===== config.mk =====
export PLATFORM = sky130hd
export DESIGN_NAME = coef_block_assembler_flat
export DESIGN_NICKNAME = d
export VERILOG_FILES = /design/src/rtl/coef_block_assembler_if.sv /design/src/rtl/coef_block_assembler.sv /design/src/flat_wrapper.sv
export SDC_FILE = /design/constraint.sdc
export NUM_CORES = 2
export LEC_CHECK = 0
export BUFFER_PORTS_ARGS = -buffer_cell sky130_fd_sc_hd__buf_2
export CAP_MARGIN = 20
export CORE_ASPECT_RATIO = 0.75
export CORE_UTILIZATION = 60
export CTS_CLUSTER_DIAMETER = 40
export CTS_CLUSTER_SIZE = 10
export DETAILED_ROUTE_END_ITERATION = 10
export PLACE_DENSITY = 0.8
export SLEW_MARGIN = 20
export SYNTH_ARGS = -nofsm -noshare
export SYNTH_HDL_FRONTEND = slang
export SYNTH_SLANG_ARGS = --single-unit

===== constraint.sdc =====
create_clock -name clk -period 12.1 [get_ports clk]
set_input_delay 1.21 -clock clk [delete_from_list [all_inputs] [get_ports clk]]
set_output_delay 1.21 -clock clk [all_outputs]
set_load 0.01 [all_outputs]

===== src/rtl/coef_block_assembler_if.sv =====
// Symbol stream from the entropy decoder into coef_block_assembler.
// The producer drives the run/value/EOB symbol and the assembler answers with sym_ready.
interface coef_block_assembler_if;
  logic        sym_valid;
  logic        sym_ready;
  logic [3:0]  sym_run;
  logic [11:0] sym_val;
  logic        sym_eob;
  logic [1:0]  sym_channel;

  modport master (
    output sym_valid, sym_run, sym_val, sym_eob, sym_channel,
    input  sym_ready
  );

  modport slave (
    input  sym_valid, sym_run, sym_val, sym_eob, sym_channel,
    output sym_ready
  );
endinterface


===== src/rtl/coef_block_assembler.sv =====
// Assembles zigzag run/value symbols into a dequantized 8x8 block for the 2D IDCT,
// publishing each finished block as a one-cycle block_valid pulse spaced by MIN_GAP.
module coef_block_assembler #(
  parameter int MIN_GAP = 2
) (
  input  logic                    clk,
  input  logic                    rst,
  coef_block_assembler_if.slave   sym,
  input  logic                    q_wr_en,
  input  logic [5:0]              q_wr_addr,
  input  logic [7:0]              q_wr_data,
  output logic                    block_valid,
  output logic [1:0]              block_channel,
  output logic [7:0][7:0][11:0]   block_out,
  output logic                    q_err
);

  localparam int HOLD_W = (MIN_GAP > 2) ? $clog2(MIN_GAP - 1) : 1;
  localparam logic [HOLD_W-1:0] HOLD_INIT = HOLD_W'((MIN_GAP > 1) ? MIN_GAP - 2 : 0);

  // Zigzag index -> natural index (row*8 + col).
  localparam int ZZ_TO_NAT [64] = '{
     0,  1,  8, 16,  9,  2,  3, 10, 17, 24, 32, 25, 18, 11,  4,  5,
    12, 19, 26, 33, 40, 48, 41, 34, 27, 20, 13,  6,  7, 14, 21, 28,
    35, 42, 49, 56, 57, 50, 43, 36, 29, 22, 15, 23, 30, 37, 44, 51,
    58, 59, 52, 45, 38, 31, 39, 46, 53, 60, 61, 54, 47, 55, 62, 63
  };

  typedef enum logic {FILL, HOLD} state_e;

  state_e                 state_q, state_d;
  logic [HOLD_W-1:0]      hold_q, hold_d;
  logic                   sym_ready_q, sym_ready_d;
  logic [6:0]             idx_q, idx_d;
  logic                   started_q, started_d;
  logic [1:0]             chan_q, chan_d;
  logic [7:0][7:0][11:0]  work_q, work_d;
  logic [63:0][7:0]       q_tab_q, q_tab_d;
  logic [7:0][7:0][11:0]  block_out_q, block_out_d;
  logic [1:0]             block_channel_q, block_channel_d;
  logic                   block_valid_q, block_valid_d;
  logic                   q_err_q, q_err_d;

  logic                   accept, first_sym, is_write, overrun, done;
  logic [6:0]             p;
  logic [5:0]             nat;
  logic signed [20:0]     prod;
  logic [11:0]            deq;
  logic [7:0][7:0][11:0]  work_wr;

  // Symbol decode and dequantization.
  always_comb begin
    accept    = sym.sym_valid && sym_ready_q;
    p         = idx_q + {3'b000, sym.sym_run};
    overrun   = (p > 7'd63);
    is_write  = accept && !sym.sym_eob && !overrun;
    done      = accept && (sym.sym_eob || (p >= 7'd63));
    first_sym = accept && (idx_q == 7'd0) && !started_q;
    nat       = 6'(ZZ_TO_NAT[p[5:0]]);
    prod      = $signed(sym.sym_val) * $signed({1'b0, q_tab_q[p[5:0]]});
    if (prod > 21'sd2047)       deq = 12'h7ff;
    else if (prod < -21'sd2048) deq = 12'h800;
    else                        deq = prod[11:0];
  end

  // NOTE: every signal written here gets a default first, so no path leaves it unassigned (no latch).
  always_comb begin
    work_wr = work_q;
    if (is_write) work_wr[nat[5:3]][nat[2:0]] = deq;

    q_tab_d = q_tab_q;
    if (q_wr_en) q_tab_d[q_wr_addr] = q_wr_data;

    chan_d          = first_sym ? sym.sym_channel : chan_q;
    started_d       = done ? 1'b0 : (accept ? 1'b1 : started_q);
    idx_d           = done ? 7'd0 : (is_write ? p + 7'd1 : idx_q);
    work_d          = done ? '0 : work_wr;
    block_out_d     = done ? work_wr : block_out_q;
    block_channel_d = done ? chan_d : block_channel_q;
    block_valid_d   = done;
    q_err_d         = accept && !sym.sym_eob && overrun;
  end

  // Spacing FSM: HOLD keeps sym_ready low for MIN_GAP-1 cycles after a completion.
  always_comb begin
    state_d = state_q;
    hold_d  = hold_q;
    case (state_q)
      FILL: begin
        if (done && (MIN_GAP > 1)) begin
          state_d = HOLD;
          hold_d  = HOLD_INIT;
        end
      end
      HOLD: begin
        if (hold_q == '0) state_d = FILL;
        else              hold_d  = hold_q - 1'b1;
      end
      default: state_d = FILL;
    endcase
    sym_ready_d = (state_d == FILL);
  end

  // NOTE: state updates use non-blocking assignments so every flop samples pre-edge values.
  always_ff @(posedge clk or negedge rst) begin
    if (!rst) begin
      state_q         <= FILL;
      hold_q          <= '0;
      sym_ready_q     <= 1'b0;
      idx_q           <= 7'd0;
      started_q       <= 1'b0;
      chan_q          <= 2'd0;
      // NOTE: the work array and quant table are flop arrays with defined reset contents
      // (zeros / identity), not RAMs, so they are reset here like any other state.
      work_q          <= '0;
      q_tab_q         <= {64{8'd1}};
      block_out_q     <= '0;
      block_channel_q <= 2'd0;
      block_valid_q   <= 1'b0;
      q_err_q         <= 1'b0;
    end else begin
      state_q         <= state_d;
      hold_q          <= hold_d;
      sym_ready_q     <= sym_ready_d;
      idx_q           <= idx_d;
      started_q       <= started_d;
      chan_q          <= chan_d;
      work_q          <= work_d;
      q_tab_q         <= q_tab_d;
      block_out_q     <= block_out_d;
      block_channel_q <= block_channel_d;
      block_valid_q   <= block_valid_d;
      q_err_q         <= q_err_d;
    end
  end

  assign sym.sym_ready   = sym_ready_q;
  assign block_out       = block_out_q;
  assign block_channel   = block_channel_q;
  assign block_valid     = block_valid_q;
  assign q_err           = q_err_q;

endmodule

===== src/flat_wrapper.sv =====
// flat-port wrapper written by rule: the top's interface ports become plain ports
module coef_block_assembler_flat 
#(
  parameter int MIN_GAP = 2
)
  (clk, rst, q_wr_en, q_wr_addr, q_wr_data, block_valid, block_channel, block_out, q_err, sym_sym_valid, sym_sym_run, sym_sym_val, sym_sym_eob, sym_sym_channel, sym_sym_ready);
  coef_block_assembler_if sym_i ();
  input  logic clk;
  input  logic rst;
  input  logic q_wr_en;
  input  logic [5:0] q_wr_addr;
  input  logic [7:0] q_wr_data;
  output logic block_valid;
  output logic [1:0] block_channel;
  output logic [7:0][7:0][11:0] block_out;
  output logic q_err;
  input wire logic [$bits(sym_i.sym_valid)-1:0] sym_sym_valid;
  input wire logic [$bits(sym_i.sym_run)-1:0] sym_sym_run;
  input wire logic [$bits(sym_i.sym_val)-1:0] sym_sym_val;
  input wire logic [$bits(sym_i.sym_eob)-1:0] sym_sym_eob;
  input wire logic [$bits(sym_i.sym_channel)-1:0] sym_sym_channel;
  output wire logic [$bits(sym_i.sym_ready)-1:0] sym_sym_ready;
  assign sym_i.sym_valid = sym_sym_valid;
  assign sym_i.sym_run = sym_sym_run;
  assign sym_i.sym_val = sym_sym_val;
  assign sym_i.sym_eob = sym_sym_eob;
  assign sym_i.sym_channel = sym_sym_channel;
  assign sym_sym_ready = sym_i.sym_ready;
  coef_block_assembler #(.MIN_GAP(MIN_GAP)) u_core (.clk(clk), .rst(rst), .sym(sym_i), .q_wr_en(q_wr_en), .q_wr_addr(q_wr_addr), .q_wr_data(q_wr_data), .block_valid(block_valid), .block_channel(block_channel), .block_out(block_out), .q_err(q_err));
endmodule

# --- Word level (Yosys, flattened, before mapping) ---
# Memories as Yosys holds them, arrays and structs flattened.
# Cells that the tools add are included.
word_totals:
  register_bits: 2065
  romBits: 2048
  output_inout_bits: 773
  wordCells: 266
  n_memories: 1
op_classes:
  add_sub_neg: 3
  mul: 1
  n_lt_le_gt_ge: 12
  n_eq_ne: 1
  muxes: 27
  bitwise_logic: 3
  n_reduce_logical: 17
memory_table:
  columns: ["memory", "depth", "word_bits", "read_ports", "rd_clocked_by_memory_dff", "wr", "line_no", "text"]
  rows:
  - ["(no name shown)", 64, 32, 1, 0, 0, "coef_block_assembler.sv:59", "nat = 6'(ZZ_TO_NAT[p[5:0]]);"]
op_table:
  columns: ["op", "n"]
  rows:
  - ["768-bit 2-to-1 mux", 2]
  - ["768-bit bitwise mux", 1]
  - ["512-bit bitwise mux", 1]
  - ["96-bit demux with 3-bit select", 1]
  - ["96-bit 2-to-1 mux", 1]
  - ["8-bit binary-select mux with 6-bit select", 1]
  - ["8-bit demux with 6-bit select", 1]
  - ["12-bit demux with 3-bit select", 1]
  - ["12-bit 2-to-1 mux", 3]
  - ["21-bit by 12-bit > comparator with 1-bit output (second input constant)", 1]
  - ["21-bit by 12-bit less-than comparator with 1-bit output (second input constant)", 1]
  - ["12-bit by 9-bit multiplier with 21-bit output", 1]
  - ["8-bit 2-to-1 mux", 2]
  - ["6-bit by 7-bit less-than comparator with 1-bit output (second input constant)", 2]
  - ["7-bit 2-to-1 mux", 2]
  - ["6-bit 2-to-1 mux", 2]
  - ["1-bit logical AND", 10]
  - ["3-bit by 4-bit less-than comparator with 1-bit output (second input constant)", 2]
  - ["7-bit by 1-bit adder with 7-bit output (second input constant)", 1]
  - ["7-bit by 4-bit adder with 7-bit output", 1]
  - ["7-bit by 6-bit greater-or-equal comparator with 1-bit output (second input constant)", 1]
  - ["7-bit greater-or-equal comparator (second input constant)", 1]
  - ["7-bit by 6-bit > comparator with 1-bit output (second input constant)", 1]
  - ["7-bit logical NOT", 1]
  - ["other kinds (12)", 23]

# --- Longest topological paths before layout ---
depth:
  word_depth: 14
  mapped_depth: 39
  depth_no_buf: 30

# --- Worst setup path after synthesis ---
# Ideal clock, no wire load.
synth_timing:
  path_type: "input-to-reg"
  startpoint: "input port sym_sym_run[0]"
  endpoint: "register u_core.block_out_q, in the netlist u_core.block_out[438]"
  setup_time_ns: 0.138
  arrival_time_ns: 9.596
  t_required_ns: 11.962
  setup_slack_ns: 2.366
  cell_stages: 32
  path_buffers: 9
  cell_sequence: "ha_1 > inv_1 > fa_1 > buf_2 > buf_2 > buf_2 > clkbuf_1 > mux4_2 > mux4_2 > mux4_2 > clkbuf_1 > nand2_1 > fa_1 > inv_1 > fa_1 > fa_1 > inv_1 > fa_1 > inv_1 > ha_1 > clkbuf_1 > a21o_1 > o41ai_1 > nand2_1 > a211oi_1 > xnor2_1 > a21oi_1 > buf_2 > buf_2 > a21oi_1 > clkbuf_1 > o211ai_1"
synth_between:
  elab_chain_cells: 13
  elab_cells_between_ends: 30
synth_lines:
  columns: ["element", "line_no", "text"]
  rows:
  - ["start, declared", "flat_wrapper.sv:18", "input wire logic [$bits(sym_i.sym_run)-1:0] sym_sym_run;"]
  - ["7-bit by 4-bit adder with 7-bit output (*)", "coef_block_assembler.sv:54", "p = idx_q + {3'b000, sym.sym_run};"]
  - ["branches (longest 12 deep; another with 12-bit by 9-bit multiplier with 21-bit output)", null, null]
  - ["end signal, assigned", "coef_block_assembler.sv:130", "block_out_q <= block_out_d;"]
  - ["end, declared", "coef_block_assembler.sv:39", "logic [7:0][7:0][11:0] block_out_q, block_out_d;"]
# Mark *: on every way between the ends. The select of a mux whose other input is x is not followed.
# A chain may end at the register's enable or synchronous reset.

==> impl_metrics.py <==
metrics = {
    "timing": {
        "fmax_mhz": 96.1,
        "fin_tns_setup_ps": 0,
        "rsz0062_at_grt": "no",
        "setup_viol": 0,
        "finalHoldViolations": 0,
        "fin_worst_skew_ps": 83.6,
        "period_share": 0.860,
        "slew_viol_final": 0,
        "max_slew_margin": 0.162,
        "fin_crit_ps": 10410,
        "worst_pin_slew_ps": 1250,
    },
    "place": {
        "postPlaceCellArea_sq_um": 95500,
        "gp_congestion": 0.961,
        "post-dp-hpwl_um": 195000,
        "port_buffers": 809,
    },
    "status": {
        "outcome": "finished, final reports clean",
    },
    "grt": {
        "grt_pass1_vias": 70200,
        "antenna_found_initial": 12,
        "grt_pass1_wl_um": 449000,
        "grt_max_degree": 330,
        "track_usage": 0.398,
        "grt_overflow_total": 0,
    },
    "floorplan": {
        "die_h_um": 336,
        "rows": 122,
        "die_area_sq_um": 150000,
        "io-pin-count": 810,
        "die_w_um": 447,
        "core_area_sq_um": 148000,
        "start_util": 0.605,
    },
    "worst_setup_path": {
        "cp.arrival_ps": 11190,
        "endpoint_kind": "flop",
        "critPathMaxFanout": 54,
        "path_class": "primary input to flop",
        "start_kind": "primary input",
        "worstPathRequired_ps": 12880,
        "critPathMaxStageDelay_ps": 850,
        "cp_slowest_cell": "o21ai_1",
        "worst-r2r-setup-slack_ps": 1750,
        "crit_top_cell": "inv_1",
    },
    "finish": {
        "post-route-cell-area_sq_um": 102000,
        "n_fill_cell": 10300,
        "multiInputGateArea_sq_um": 34700,
        "area_growth_pct": 14.7,
        "seq_area_sq_um": 51700,
        "drive_above_1_share": 0.247,
        "nNetsFinal": 8744,
        "layout_common_cells": "2000 x dfrtp_1, 1196 x nand2_1, 803 x buf_2",
        "mostFrequentLayoutCell": "dfrtp_1",
    },
    "detailed_routing": {
        "ant_nets": 0,
        "vias": 71700,
        "via_per_inst": 6.73,
        "wl_um": 302000,
        "dr.first_iter.drc_count": 9606,
        "wire_per_inst_um": 28.3,
        "firstDrtPassIters": 7,
        "drc": 0,
    },
    "clock_network": {
        "cts_root_buffer": "clkbuf_16",
        "cts.path.max_buffers": 3,
        "cts_resized": 0,
        "cts_tree": "built",
        "insertion_delay_ps": 890,
        "cts_hold_buf": 0,
        "cts_buffers": 237,
        "path_clk_slew_ps": 60,
        "cts.sinks": 2064,
        "cts_setup_buffers": 0,
        "h-tree-depth": 4,
    },
    "worst_hold_path": {
        "worstHoldPathType": "primary input to asynchronous set/reset pin",
    },
    "synth": {
        "synthArstFlopShare": 1.00,
        "ys_types": 92,
        "synth_seq_area_share": 0.579,
        "synthFlopType": "dfrtp_1",
        "netlist_area_sq_um": 89300,
        "synthesis.nets": 8203,
        "synth_edf_count": 0,
        "synth_area_per_cell_sq_um": 11.1,
        "synth_seq_cells": 2064,
        "yosys_warnings": 0,
        "synthCells": 8028,
    },
    "flow_run": {
        "cap_violations": 0,
    },
}
[cell families after synthesis]
logic type,share of synthesized area
and+or+nand+nor,0.0958
muxes,0.106
adders and majority gates,0.0260
AOI/OAI and AO/OA,0.153
xor gates and xnor gates,0.00277
DFF,0.579
buffers and inverters,0.0375
[state kept, by name, summed over array words and instances, names as in the netlist]
| signal | count |
|---|---|
| u_core.work_q | 768 |
| u_core.q_tab_q | 512 |
| u_core.block_valid | 1 |
| u_core.q_err | 1 |
| u_core.idx_q | 7 |
| u_core.block_channel | 2 |
| u_core.chan_q | 2 |
| u_core.sym.sym_ready | 1 |
| u_core.started_q | 1 |
| u_core.state_q | 1 |
| u_core.block_out | 768 |
[critical path, delay by kind of cell]
family,cells,cell delay (ps)
AO/OA/AOI/OAI,10,2830
adder cells (fa/ha/maj),7,3040
multiplexers,2,820
buffers and inverters,11,1820
AND/OR/NAND/NOR,5,1300
[synth_stat cells (128+ instances only)]
| master | n | share of area |
|---|---|---|
| dfrtp_1 | 2000 | 0.56 |
| nand2_1 | 1206 | 0.051 |
| o21ai_0 | 759 | 0.043 |
| mux4_2 | 148 | 0.037 |
| o211ai_1 | 213 | 0.018 |
| inv_1 | 128 | 0.0054 |
| a211oi_1 | 165 | 0.014 |
| mux2_2 | 517 | 0.065 |
| nor2_1 | 450 | 0.019 |
| clkbuf_1 | 563 | 0.024 |
| a21oi_1 | 409 | 0.023 |
| o22ai_1 | 359 | 0.025 |
[layer usage]
layer | track usage | wire, um | up-vias
met5 | 0 | 27 | -
li1 | - | - | 29600
met2 | 0.561 | 130000 | 4701
met3 | 0.120 | 35200 | 918
met1 | 0.548 | 116000 | 36400
met4 | 0.238 | 20400 | 4
[area by class of cell]
type / instances / area share
Timing Repair Buffer: 1009 / 0.0601
Clock buffer: 307 / 0.0614
Multi-Input combinational cell: 5125 / 0.339
Antenna cell: 8 / 0.000195
Sequential cell: 2064 / 0.505
Inverter: 132 / 0.00491
Clock inverter: 34 / 0.00520
Tap cell: 1984 / 0.0242
[stage by stage]
stage	util	instances	setup WS (ps)	hold WS [ps]
floorplan	-	8028	2370	431
global placement	0.647	10300	1270	442
detailed placement	0.647	10300	1100	450
CTS	0.693	10700	2000	378
global route	0.694	10700	1390	416
finish	0.694	10700	1690	351
[worst paths after layout]
check | start | endpoint | depth (start not counted)
min | rst | u_core.work_q[525] | 1
max | sym_sym_run[0] | u_core.work_q[4] | 35
max reg2reg | u_core.idx_q[0] | u_core.work_q[4] | 34
min reg2reg | u_core.work_q[311] | u_core.block_out[311] | 2
max in group asynchronous | rst | u_core.work_q[72] | 4
min in group clk | u_core.work_q[311] | u_core.block_out[311] | 2
Power is left out: the tool's default activity adds up to more than one toggle a clock period on the data nets, which glitch-free logic cannot reach.
